`src/rtl/ulpi_phy_responder.sv`:
```
// PHY-side ULPI emulator: divides clk into ulpi_clk, owns dir/nxt, captures link
// TX transfers for a local sink and injects local RX packets as RXCMD/data sequences.
module ulpi_phy_responder #(
  parameter int         CLK_DIV      = 4,
  parameter int         RX_GAP       = 1,
  parameter int         MAX_TX_BYTES = 66,
  parameter logic [7:0] RXCMD_ACTIVE = 8'h1D,
  parameter logic [7:0] RXCMD_END    = 8'h0D
) (
  input  logic       clk,
  input  logic       n_rst,
  output logic       ulpi_clk,
  input  logic [7:0] ulpi_data_in,
  output logic [7:0] ulpi_data_out,
  input  logic       stp,
  output logic       dir,
  output logic       nxt,
  input  logic       pkt_valid,
  input  logic [7:0] pkt_byte,
  input  logic       pkt_last,
  output logic       pkt_ready,
  output logic [7:0] tx_cmd,
  output logic [7:0] tx_byte,
  output logic       tx_valid,
  output logic [9:0] tx_count,
  output logic       tx_done,
  output logic       tx_overflow,
  output logic       rx_done,
  output logic       busy
);

  localparam int DIV_W = $clog2(CLK_DIV);
  localparam int GAP_W = (RX_GAP > 0) ? $clog2(RX_GAP + 1) : 1;
  localparam logic [DIV_W-1:0] DIV_LAST = DIV_W'(CLK_DIV - 1);
  localparam logic [DIV_W-1:0] DIV_HALF = DIV_W'(CLK_DIV / 2);

  typedef enum logic [3:0] {
    IDLE, TX_ACK, TX_DATA, TX_END,
    RX_TURN, RX_CMD, RX_DATA, RX_END, RX_RELEASE, RX_TURNBACK
  } state_t;

  state_t           state_r;
  logic [DIV_W-1:0] div_cnt_r;
  logic             ulpi_clk_r;
  logic             dir_r;
  logic             nxt_r;
  logic [7:0]       data_out_r;
  logic             pkt_ready_r;
  logic [7:0]       tx_cmd_r;
  logic [7:0]       tx_byte_r;
  logic             tx_valid_r;
  logic [9:0]       tx_count_r;
  logic             tx_done_r;
  logic             tx_overflow_r;
  logic             rx_done_r;
  logic [GAP_W-1:0] gap_cnt_r;
  logic             rise_tick_s;
  logic             fall_tick_s;
  logic [9:0]       tx_count_next_s;
  logic             tx_over_next_s;

  assign rise_tick_s = (div_cnt_r == DIV_W'(0));
  assign fall_tick_s = (div_cnt_r == DIV_HALF);

  // Interface clock divider; ulpi_clk is registered from the next count
  always_ff @(posedge clk or negedge n_rst) begin
    if (!n_rst) begin
      div_cnt_r  <= DIV_W'(0);
      ulpi_clk_r <= 1'b0;
    end else if (div_cnt_r == DIV_LAST) begin
      div_cnt_r  <= DIV_W'(0);
      ulpi_clk_r <= 1'b1;
    end else begin
      div_cnt_r  <= div_cnt_r + DIV_W'(1);
      ulpi_clk_r <= ((div_cnt_r + DIV_W'(1)) < DIV_HALF);
    end
  end

  // Saturating TX byte count and the overflow flag it would produce
  always_comb begin
    tx_count_next_s = tx_count_r;
    if (tx_count_r != 10'h3FF) begin
      tx_count_next_s = tx_count_r + 10'd1;
    end else begin
      tx_count_next_s = tx_count_r;
    end
    tx_over_next_s = ({22'd0, tx_count_next_s} > 32'(MAX_TX_BYTES));
  end

  // Protocol state machine; link inputs sampled on rise_tick, bus outputs move on fall_tick
  always_ff @(posedge clk or negedge n_rst) begin
    if (!n_rst) begin
      state_r       <= IDLE;
      dir_r         <= 1'b0;
      nxt_r         <= 1'b0;
      data_out_r    <= 8'h00;
      pkt_ready_r   <= 1'b0;
      tx_cmd_r      <= 8'h00;
      tx_byte_r     <= 8'h00;
      tx_valid_r    <= 1'b0;
      tx_count_r    <= 10'd0;
      tx_done_r     <= 1'b0;
      tx_overflow_r <= 1'b0;
      rx_done_r     <= 1'b0;
      gap_cnt_r     <= GAP_W'(0);
    end else begin
      pkt_ready_r <= 1'b0;
      tx_valid_r  <= 1'b0;
      tx_done_r   <= 1'b0;
      rx_done_r   <= 1'b0;
      case (state_r)
        IDLE: begin
          if (rise_tick_s) begin
            if (ulpi_data_in[7:6] == 2'b01) begin
              tx_cmd_r      <= ulpi_data_in;
              tx_count_r    <= 10'd0;
              tx_overflow_r <= 1'b0;
              state_r       <= TX_ACK;
            end else if (pkt_valid) begin
              state_r <= RX_TURN;
            end
          end
        end
        TX_ACK: begin
          if (fall_tick_s) begin
            nxt_r   <= 1'b1;
            state_r <= TX_DATA;
          end
        end
        TX_DATA: begin
          if (rise_tick_s) begin
            if (stp) begin
              state_r <= TX_END;
            end else if (nxt_r) begin
              tx_byte_r  <= ulpi_data_in;
              tx_valid_r <= 1'b1;
              tx_count_r <= tx_count_next_s;
              if (tx_over_next_s) tx_overflow_r <= 1'b1;
            end
          end
        end
        TX_END: begin
          if (fall_tick_s) begin
            nxt_r     <= 1'b0;
            tx_done_r <= 1'b1;
            state_r   <= IDLE;
          end
        end
        RX_TURN: begin
          if (fall_tick_s) begin
            dir_r      <= 1'b1;
            nxt_r      <= 1'b0;
            data_out_r <= 8'h00;
            state_r    <= RX_CMD;
          end
        end
        RX_CMD: begin
          if (fall_tick_s) begin
            data_out_r <= RXCMD_ACTIVE;
            nxt_r      <= 1'b0;
            gap_cnt_r  <= GAP_W'(0);
            state_r    <= RX_DATA;
          end
        end
        RX_DATA: begin
          if (fall_tick_s) begin
            if (gap_cnt_r != GAP_W'(0)) begin
              data_out_r <= RXCMD_ACTIVE;
              nxt_r      <= 1'b0;
              gap_cnt_r  <= gap_cnt_r - GAP_W'(1);
            end else if (pkt_valid) begin
              data_out_r  <= pkt_byte;
              nxt_r       <= 1'b1;
              pkt_ready_r <= 1'b1;
              gap_cnt_r   <= GAP_W'(RX_GAP);
              if (pkt_last) state_r <= RX_END;
            end else begin
              data_out_r <= RXCMD_ACTIVE;
              nxt_r      <= 1'b0;
            end
          end
        end
        RX_END: begin
          // Trailing RX_GAP cycles of RXCMD_ACTIVE, then RxActive drops
          if (fall_tick_s) begin
            nxt_r <= 1'b0;
            if (gap_cnt_r != GAP_W'(0)) begin
              data_out_r <= RXCMD_ACTIVE;
              gap_cnt_r  <= gap_cnt_r - GAP_W'(1);
            end else begin
              data_out_r <= RXCMD_END;
              state_r    <= RX_RELEASE;
            end
          end
        end
        RX_RELEASE: begin
          if (fall_tick_s) begin
            dir_r      <= 1'b0;
            nxt_r      <= 1'b0;
            data_out_r <= 8'h00;
            state_r    <= RX_TURNBACK;
          end
        end
        RX_TURNBACK: begin
          if (fall_tick_s) begin
            rx_done_r <= 1'b1;
            state_r   <= IDLE;
          end
        end
        default: begin
          dir_r      <= 1'b0;
          nxt_r      <= 1'b0;
          data_out_r <= 8'h00;
          state_r    <= IDLE;
        end
      endcase
    end
  end

  assign ulpi_clk      = ulpi_clk_r;
  assign dir           = dir_r;
  assign nxt           = nxt_r;
  assign ulpi_data_out = data_out_r;
  assign pkt_ready     = pkt_ready_r;
  assign tx_cmd        = tx_cmd_r;
  assign tx_byte       = tx_byte_r;
  assign tx_valid      = tx_valid_r;
  assign tx_count      = tx_count_r;
  assign tx_done       = tx_done_r;
  assign tx_overflow   = tx_overflow_r;
  assign rx_done       = rx_done_r;
  assign busy          = (state_r != IDLE);

endmodule
```
`config.mk`:
```
export PLATFORM = sky130hd
export DESIGN_NAME = ulpi_phy_responder
export DESIGN_NICKNAME = d
export VERILOG_FILES = /design/src/rtl/ulpi_phy_responder.sv
export SDC_FILE = /design/constraint.sdc
export NUM_CORES = 1
export LEC_CHECK = 0
export ABC_AREA = 1
export CAP_MARGIN = 0
export CORE_ASPECT_RATIO = 0.6
export CORE_MARGIN = 1.5
export CORE_UTILIZATION = 53
export CTS_CLUSTER_SIZE = 25
export DETAILED_ROUTE_END_ITERATION = 10
export GPL_TIMING_DRIVEN = 0
export PLACE_DENSITY = 0.94
export SLEW_MARGIN = 0
export SYNTH_ARGS = -nofsm -noshare
export SYNTH_HDL_FRONTEND = slang
export SYNTH_SLANG_ARGS = --single-unit
```
`constraint.sdc`:
```
create_clock -name clk -period 3.8 [get_ports clk]
set_input_delay 0.38 -clock clk [delete_from_list [all_inputs] [get_ports clk]]
set_output_delay 0.38 -clock clk [all_outputs]
set_load 0.05 [all_outputs]
```
=== After elaboration in Yosys (flattened, before gate mapping) ===
Index checks and enable logic that the tools add are counted.

* Bits in registers: 49
* Input bits: 21
* Output and inout bits: 43
* Word-level logic and storage cells: 140

* Add/subtract/negate cells: 3
* Magnitude comparators: 2
* Eq/ne operators: 34
* Multiplexer cells: 62
* Bitwise gates (word level): 4
* Reductions and logical operators: 20

{| class="wikitable"
|+ Operator list
! operator !! number
|-
| $mux 4 || 16
|-
| $mux 10 || 6
|-
| $mux 8 || 6
|-
| $pmux 8 s5 || 1
|-
| $pmux 4 s9 || 1
|-
| $ne 2x2->1 const B || 17
|-
| $mux 1 || 25
|-
| $pmux 10 s2 || 1
|-
| $eq 4x3->1 const B || 4
|-
| $reduce_and 15->1 || 1
|-
| $reduce_and 4->1 || 3
|-
| $add 10x1->10 const B || 1
|-
| $gt 10x7->1 const B || 1
|-
| $ne 10x10->1 const B || 1
|-
| $reduce_or 5->1 || 2
|-
| $eq 4x2->1 const B || 2
|-
| $eq 4x4->1 const B || 2
|-
| $reduce_or 8->1 || 1
|-
| $reduce_and 7->1 || 1
|-
| $ne 2x1->1 const B || 3
|-
| $pmux 1 s3 || 2
|-
| $reduce_and 3->1 || 2
|-
| $reduce_and 6->1 || 1
|-
| $mux 5 || 1
|-
| other kinds (19) || 24
|}

=== Depth between registers and ports, before layout ===
* Depth in word-level cells: 8
* Mapped depth: 14
* Depth with buffers taken out: 14

=== Worst setup path after synthesis ===
Ideal clock, no wire load.

* Path type: reg2reg
* Start point: reg tx_count_r[1], in the netlist tx_count[1]
* End point: reg tx_overflow_r, in the netlist tx_overflow
* Setup time: 0.119 ns
* Data arrival time: 1.872 ns
* Required time: 3.681 ns
* Path slack: 1.809 ns
* Cell stages (with the launch flop): 13
* Path buffers: 0
* Clock period less this slack: 1.991 ns
* Cells stage by stage: dfrtp_1 -> ha_1 -> nand3_2 -> nor2_4 -> nand2_1 -> o21ai_1 -> nand2_1 -> nand2_1 -> nand2_1 -> nand2_1 -> nand2_1 -> nand2_1 -> nand2_1

* Word-level cells in the longest chain between the ends: 5
* Elaborated cells on any way between the ends: 6
* Classes of those cells: 1 x add/sub; 1 x order compare; 2 x eq/ne; 1 x mux; 1 x reduce/logical

{| class="wikitable"
|+ RTL lines
! element !! line !! text
|-
| start: declaration || 52 || <nowiki>logic [9:0] tx_count_r;</nowiki>
|-
| start signal: assignment || 137 || <nowiki>tx_count_r <= tx_count_next_s;</nowiki>
|-
| $add 10x1->10 / $ne 10x10->1 (equally long branches) || 83, 82 ||
|-
| $mux 10 * || 82 || <nowiki>if (tx_count_r != 10'h3FF) begin</nowiki>
|-
| $gt 10x7->1 * || 87 || <nowiki>tx_over_next_s = ({22'd0, tx_count_next_s} > 32'(MAX_TX_BYTES));</nowiki>
|-
| $ne 2x2->1 (no line) * || -- ||
|-
| $reduce_and 7->1 (no line) * || -- ||
|-
| end signal: assignment || 103 || <nowiki>tx_overflow_r <= 1'b0;</nowiki>
|-
| end signal: assignment || 117 || <nowiki>tx_overflow_r <= 1'b0;</nowiki>
|-
| end signal: assignment || 138 || <nowiki>if (tx_over_next_s) tx_overflow_r <= 1'b1;</nowiki>
|-
| end: declaration || 54 || <nowiki>logic tx_overflow_r;</nowiki>
|}

Mark *: on every way between the ends. The rest lies on a longest branch, timed or not.
A chain may end at the register's enable or synchronous reset.

=== Final worst setup path ===
* Start point: reg state_r[0]
* End point: out busy

* Word-level cells in the longest chain between the ends: 1

{| class="wikitable"
|+ RTL lines
! element !! line !! text
|-
| start: declaration || 42 || <nowiki>state_t state_r;</nowiki>
|-
| start signal: assignment || 93 || <nowiki>state_r <= IDLE;</nowiki>
|-
| start signal: assignment || 118 || <nowiki>state_r <= TX_ACK;</nowiki>
|-
| start signal: assignment || 120 || <nowiki>state_r <= RX_TURN;</nowiki>
|-
| $reduce_bool 4->1 || 232 || <nowiki>assign busy = (state_r != IDLE);</nowiki>
|-
| end: declaration || 29 || <nowiki>output logic busy</nowiki>
|}

Every way passes these cells.

==> flow_summary.ini <==
[cts]
ctsResizeCount = 0
cts_buffer_depth = 2
clkLatencyLatePin_ps = 310
htree_levels = 2
clock-sinks = 49
cts_buffers = 5
cts_tree = yes
clk_pin_slew_ps = 100
cts-root-buf = clkbuf_8

[routing]
ant_nets = 0
wire_per_inst_um = 13.7
drt_iter0_drc = 183
highest_layer = met4
wl_um = 6320
met2_length_um = 2760
route.met3.wl_um = 583
drcViolationCount = 0
wl_met1_um = 2920
vias_per_cell = 5.30
drtPass1Iterations = 5
vias = 2440

[timing]
worst_hold_slack_ps = 466
period_minus_slack_ps = 2380
relSlewSlack = 0.645
fmax_ghz = 0.420
report.final.slew_viol_count = 0
skew_ps = 8.40
tightest_slew_ps = 531
finalWorstSetupSlack_ps = 1420
hold_viol_final = 0
rsz0062_at_grt = false
setup_viol = 0
min_period_over_period = 0.627
finalSetupTns_ps = 0

[final_layout]
antenna_cells = 0
nNetsFinal = 421
final_cells = 460
stdcell_area_sq_mm = 0.00342
num-fill-cells = 348
drive_above_1_share = 0.121
area_growth_pct = 31.8
multi_input_area_sq_mm = 0.00114
ff_latch_area_sq_mm = 0.00123

[power_and_ir_drop]
p_leak_nw = 1.64
irDropWorstVdd_uv = 512
p_per_area_mw_per_mm2 = 830

[floorplanning]
fp-row-count = 19
die_w_um = 93.3
core_area_sq_mm = 0.00464
fp.dieH_um = 57.2
die_area_sq_mm = 0.00533
initial_core_util = 0.559
boundaryPins = 64

[synthesis]
syn-num-nets = 349
netlist_area_sq_mm = 0.00259
synth_seq_cells = 49
synthFlopType = dfrtp_1
yosys-top-cells-count = nand2_1, dfrtp_1, inv_1
ys_seq_area_frac = 0.473
avgSynthCellArea_sq_um = 8.00
synthCells = 324
synth_cell_types = 34
yosys_warnings = 0
synth_top_area_frac = 0.473
synthTopCellsByArea = dfrtp_1, nand2_1, inv_1
synth_most_common_cell = nand2_1
synth-edff-count = 0
async_reset_ff_frac = 1.00
synth_top_cell_by_area = dfrtp_1

[global_routing]
grt_pass1_wl_um = 10600
antenna_found_initial = 0
grt_pass1_vias = 2346
grt_max_degree = 36
track_usage = 0.256
globalRouteOverflowTotal = 0

[critical_path]
crit_required_ps = 3420
critical_path_buf_inv_count = 1
cp.arrival_ps = 2000
worst_path_max_delay_cell = clkdlybuf4s50_1
cp_slowest_stage_delay_ps = 730
start_kind = flop
cp-end-kind = output pin
worstSetupPathType = flop to output pin
path_cells = nor2_2 -> nand2_1 -> clkdlybuf4s50_1
cp_top_family = buffers and inverters
crit_fanout = 7

[outcome]
outcome = finished clean

[placement]
placement.setup.worst_slack_ps = 1790
dpl-instance-area_sq_mm = 0.00332
gp_congestion = 0.954
dp.cells = 451
hpwl_um = 4940
portBuffers = 63

[hold_path]
hold_path.class = flop to flop

[flow_run]
cap_violations = 0
-- layout by cell type (no fill, tap or decap), types with 3 or more instances in the layout --
| cell | netlist | routed |
|---|---|---|
| nand3_1 | 14 | 14 |
| nor2_4 | 6 | 6 |
| nand2_2 | 7 | 7 |
| a21oi_1 | 7 | 7 |
| o22ai_1 | 4 | 4 |
| dfrtp_1 | 49 | 49 |
| nand3_2 | 3 | 3 |
| o21ai_1 | 4 | 4 |
| clkbuf_8 | 0 | 5 |
| ha_1 | 4 | 4 |
| clkdlybuf4s50_1 | 0 | 62 |
| nor2_1 | 22 | 22 |
| inv_1 | 44 | 44 |
| inv_2 | 4 | 4 |
| o21ai_2 | 8 | 8 |
| nor3_1 | 3 | 3 |
| o21ai_0 | 20 | 20 |
| nand2_1 | 104 | 104 |
-- metrics by stage --
stage                     power [mW]  utilization
final                           2.84        0.737
after global routing            3.01        0.737
after CTS                       2.83        0.737
after detailed placement        2.52        0.716
after global placement          2.47        0.712
after floorplan                 2.00            -
-- metal layers --
layer / up-vias / GRT usage
met5: - / 0
met1: 1146 / 0.373
li1: 1173 / -
met4: 0 / 0.0779
met3: 11 / 0.0587
met2: 110 / 0.383
-- cell families (layout without fill, tap and decap cells) --
family / count (synthesis) / after routing / share of synthesized area
adders and majority gates: 4 / 4 / 0.0193
DFF: 49 / 49 / 0.473
buffers and inverters: 52 / 125 / 0.0874
xor gates and xnor gates: 2 / 2 / 0.00676
and+or+nand+nor: 167 / 167 / 0.291
AOI/OAI and AO/OA: 50 / 50 / 0.123
-- state kept, by name (all words and copies together), names as in the netlist --
name	count
div_cnt_r	2
dir	1
tx_byte	8
tx_cmd	8
tx_valid	1
ulpi_data_out	8
tx_done	1
nxt	1
tx_overflow	1
ulpi_clk	1
rx_done	1
tx_count	10
pkt_ready	1
state_r	4
gap_cnt_r	1
-- path summary, 6_finish.rpt --
path	from	endpoint	slack, ps	depth (start not counted)
worst max-delay path	state_r[0]	busy	1420	3
worst min-delay path	div_cnt_r[0]	div_cnt_r[0]	470	1
worst max register to register	tx_count[0]	tx_overflow	1810	14
worst min register to register	div_cnt_r[0]	div_cnt_r[0]	470	1
max in group asynchronous	n_rst	ulpi_data_out[0]	2790	3
min in group asynchronous	n_rst	tx_count[0]	500	2
-- area by class of cell --
type	instances	area share
buffer	4	0.0135
clock buffer	5	0.0201
clock inverter	3	0.00622
inverter	48	0.0527
multi-input combinational	223	0.334
sequential	49	0.359
tap	63	0.0231
timing repair buffer	65	0.192
-- where the power goes --
part,switching [mW],internal (mW)
registers,0.165,0.682
logic,1.11,0.562
clock network,0.185,0.131
total,1.46,1.37
-- timing repair --
| item | in CTS | in global routing |
|---|---|---|
| hold buffers | 1 | 0 |
| endpoints found under the setup margin | 0 | 0 |
| setup buffers | 0 | 0 |
| hold endpoints to repair | 14 | 0 |
(Power assumes the default switching activity.)
